File: src/rtl/abc_sweep_sequencer.sv
// Sweeps {a,b,c} through all 8 codes, samples x/y/z per code and builds truth-table words.
// Define SWEEP_GRAY_ORDER_EN to sweep in Gray-code order (tables are identical either way).
module abc_sweep_sequencer #(
  parameter int unsigned HOLD_CYCLES = 4
) (
  input  logic       clk,
  input  logic       rst_n,
  input  logic       start,
  output logic       a,
  output logic       b,
  output logic       c,
  input  logic       x,
  input  logic       y,
  input  logic       z,
  output logic       busy,
  output logic       done,
  output logic [2:0] step,
  output logic [7:0] table_x,
  output logic [7:0] table_y,
  output logic [7:0] table_z
);

  localparam int unsigned CNT_W    = 8;
  localparam int unsigned STEP_W   = 3;
  localparam logic [CNT_W-1:0]  CNT_RELOAD = CNT_W'(HOLD_CYCLES - 1);
  localparam logic [STEP_W-1:0] LAST_STEP  = STEP_W'(7);

  typedef enum logic [1:0] {
    IDLE  = 2'd0,
    DRIVE = 2'd1,
    DONE  = 2'd2
  } state_t;

  state_t           state;
  logic [CNT_W-1:0] cnt;

  // Input code applied at a given step of the sweep.
  function automatic logic [STEP_W-1:0] code_of(input logic [STEP_W-1:0] k);
`ifdef SWEEP_GRAY_ORDER_EN
    return k ^ (k >> 1);
`else
    return k;
`endif
  endfunction

  // Tables are written at the current {a,b,c}, so they are independent of sweep order.
  always_ff @(posedge clk or negedge rst_n) begin
    if (!rst_n) begin
      state   <= IDLE;
      cnt     <= '0;
      step    <= '0;
      {a, b, c} <= 3'b000;
      busy    <= 1'b0;
      done    <= 1'b0;
      table_x <= '0;
      table_y <= '0;
      table_z <= '0;
    end else begin
      case (state)
        IDLE, DONE: begin
          if (start) begin
            state     <= DRIVE;
            step      <= '0;
            busy      <= 1'b1;
            done      <= 1'b0;
            table_x   <= '0;
            table_y   <= '0;
            table_z   <= '0;
            {a, b, c} <= code_of('0);
            cnt       <= CNT_RELOAD;
          end
        end
        DRIVE: begin
          if (cnt != '0) begin
            cnt <= cnt - CNT_W'(1);
          end else begin
            table_x[{a, b, c}] <= x;
            table_y[{a, b, c}] <= y;
            table_z[{a, b, c}] <= z;
            if (step == LAST_STEP) begin
              state     <= DONE;
              busy      <= 1'b0;
              done      <= 1'b1;
              {a, b, c} <= 3'b000;
            end else begin
              step      <= step + STEP_W'(1);
              {a, b, c} <= code_of(step + STEP_W'(1));
              cnt       <= CNT_RELOAD;
            end
          end
        end
        default: begin
          state <= IDLE;
        end
      endcase
    end
  end

endmodule

File: config.mk
export PLATFORM = sky130hd
export DESIGN_NAME = abc_sweep_sequencer
export DESIGN_NICKNAME = d
export VERILOG_FILES = /design/src/rtl/abc_sweep_sequencer.sv
export SDC_FILE = /design/constraint.sdc
export NUM_CORES = 1
export LEC_CHECK = 0
export ABC_AREA = 1
export BUFFER_PORTS_ARGS = -buffer_cell sky130_fd_sc_hd__buf_2
export CAP_MARGIN = 30
export CORE_MARGIN = 2
export CORE_UTILIZATION = 52
export CTS_CLUSTER_DIAMETER = 80
export DETAILED_ROUTE_END_ITERATION = 8
export PLACE_DENSITY = 0.75
export SLEW_MARGIN = 20
export SYNTH_ARGS = -nofsm -noshare
export SYNTH_HDL_FRONTEND = slang
export SYNTH_SLANG_ARGS = --single-unit
export TNS_END_PERCENT = 30
File: constraint.sdc
create_clock -name clk -period 2.71 [get_ports clk]
set_input_delay 0.4065 -clock clk [delete_from_list [all_inputs] [get_ports clk]]
set_output_delay 0.4065 -clock clk [all_outputs]
set_load 0.02 [all_outputs]
==> results by group <==
Outcome
  – Status: finished clean

Die
  – Die Y: 70.4 um
  – Core area: 4290 um^2
  – # rows: 24
  – Starting Density: 53.4%
  – Die area: 4960 um^2
  – IO Pins: 38
  – Die W: 70.4 um

Yosys
  – Synthesis-stage register bit count: 42
  – Sequential fraction of the synthesis area: 45.9%
  – Post-Syn Area: 2290 um^2
  – Post-Syn Nets: 282
  – Gate Count Post-Synth: 272
  – Post-synthesis cell type count: 23
  – Synthesized area per cell: 8.43 um^2
  – Warnings from Yosys: 0

Clock network
  – Resize count post-CTS: 0
  – CTS max path bufs: 2
  – Reg clk slew, reported paths: 0.07 ns
  – Sink Count: 42
  – CTS Buf Count: 5
  – CTS tree: yes
  – Clock Tree Root: clkbuf_8
  – Post-CTS Setup Bufs: 0
  – H-tree Lvls: 2
  – Post-CTS Hold Buffers: 0
  – Clk_lat worst skew: 0.29 ns

Routing
  – 1st-pass router iterations: 4
  – Post-route DRC: 0
  – Antenna viol nets, final: 0
  – DRT iter0 DRCs: 112
  – Vias/cell: 5.27
  – Wire per inst: 13.0 um
  – WL final: 4.68 mm
  – Vias: 1898

GRT
  – Initial antenna violation count: 0
  – Largest net degree at the start of global routing: 43
  – Vias in the first global route: 1859
  – Overall routing resource usage: 20.5%
  – Grt ovf: 0
  – Global-route wire length before repair: 8.16 mm

Pwr
  – Worst VDD drop: 418 uV
  – Total power: 2160 uW
  – Pwr Density: 848 nW/um^2
  – Standby leakage power: 0.00147 uW

Critical path
  – Kind of critical path: reg2reg
  – Critical path arrival: 1.98 ns
  – Req. time, crit path: 2.89 ns
  – Critical path fanouts, max: 38
  – CP startpoint kind: flip-flop
  – CP endpoint kind: flip-flop

Cells and area
  – Area grow syn2layout: 10.9%
  – Fin area: 2540 um^2
  – Final cell count without fillers: 360
  – Diode count: 0
  – Layout Nets: 318
  – Layout cell share with drive strength beyond 1: 21.1%

STA
  – Setup Viol. Count Final: 0
  – Worst-Margin Slew: 0.723 ns
  – Final worst-path cycle share: 66.3%
  – Final Skew: 0.00719 ns
  – Final Max Tran Viols: 0
  – Setup ws final: 0.912 ns
  – Fmax achieved: 556 MHz
  – Final Critical Period: 1.80 ns
  – RSZ-0062 raised after global routing: no
  – Final hold viol count: 0
  – Relative slew slack: 51.7%
  – Setup TNS: 0 ns

Placement
  – Routability cong.: 0.792
  – Port Buffers: 37
  – Setup WS pre-CTS: 0.932 ns
  – Placed cells: 352
  – Post-DP HPWL: 3.26 mm
  – Placed cell area: 2440 um^2

Hold path
  – Class of the worst hold path: in2async

Run
  – Total of max-cap violations: 0
## layer usage
layer / vias to the layer above / wire [um] / global-route usage, %
li1: 962 / - / -
met1: 886 / 2160 / 25.4
met2: 42 / 2240 / 33.6
met3: 8 / 197 / 5.19
met4: 0 / 77 / 8.76
met5: - / 0 / 0
## final timing paths
check	from	to	slack, ns	cells after the start
max in group asynchronous	rst_n	b	2.22	2
setup / recovery	cnt[0]	table_y[0]	0.91	8
setup reg to reg	cnt[0]	table_y[0]	0.91	8
hold / removal	rst_n	table_z[7]	0.03	1
min in group clk	start	state[1]	0.38	4
hold reg to reg	table_x[5]	table_x[5]	0.47	2
## metrics by stage
step | utilization [%] | hold slack, ns
6_report | 59.2 | 0.0313
5_1_grt | 59.2 | 0.0451
4_1_cts | 58.7 | 0.279
3_5_place_dp | 56.9 | 0.456
3_3_place_gp | 56.9 | 0.451
2_1_floorplan | - | 0.111
## flip-flops by register name, summed over array words and instances (netlist names)
name     flops
a            1
b            1
busy         1
c            1
cnt          8
done         1
state        2
step         3
table_x      8
table_y      8
table_z      8
## critical path, cell delays in order, from the launching register on
cell     delay [ns]
dfrtp_1        0.38
inv_1          0.13
ha_1           0.16
nand2_1        0.10
o21ai_4        0.14
buf_4          0.39
nand4_1        0.21
nand2_1        0.11
nand2_1        0.06
## cells in the mapped netlist (all sizes together)
cell	instances	area share (%)
o21bai	1	0.33
nand4	40	12
ha	4	2.2
xor2	2	0.76
dfrtp	42	46
nand2	101	17
buf	11	4.9
nor2	13	4.2
nand3	18	5.2
inv	31	5.1
o21ai	9	2.5
## power by group
part	switching, uW	internal (uW)	leakage, uW
sequential	153	799	0.000551
combinational	532	292	0.000879
clock	202	177	0.0000383
## layout by cell type (no fill, tap or decap), types with 2 or more instances in the layout
cell	count
nand2_1	99
dfrtp_1	42
buf_2	37
nand4_1	36
inv_1	28
nand3_1	15
nor2_1	6
nor2_4	6
o21ai_1	6
clkbuf_8	5
nand4_2	4
ha_1	4
inv_2	3
nand3_4	2
o21ai_0	2
xor2_1	2
clkbuf_1	2
buf_4	2
## final cells by class
class / instances / area, um^2
multi-input cells: 188 / 1010
well taps: 52 / 65.1
inverters: 31 / 116
fillers: 393 / 1750
repair buffers: 40 / 220
clock buffers: 7 / 76.3
flip-flops and latches: 42 / 1050
## logic make-up (layout without fill, tap and decap cells)
logic type | after synthesis | count (layout) | synth area share, %
buffers and inverters | 42 | 78 | 9.99
AOI/OAI and AO/OA | 10 | 10 | 2.78
xor gates and xnor gates | 2 | 2 | 0.764
and+or+nand+nor | 172 | 172 | 38.4
adders and majority gates | 4 | 4 | 2.18
DFF | 42 | 42 | 45.9
Note: power is estimated with default switching activity, not from simulation.
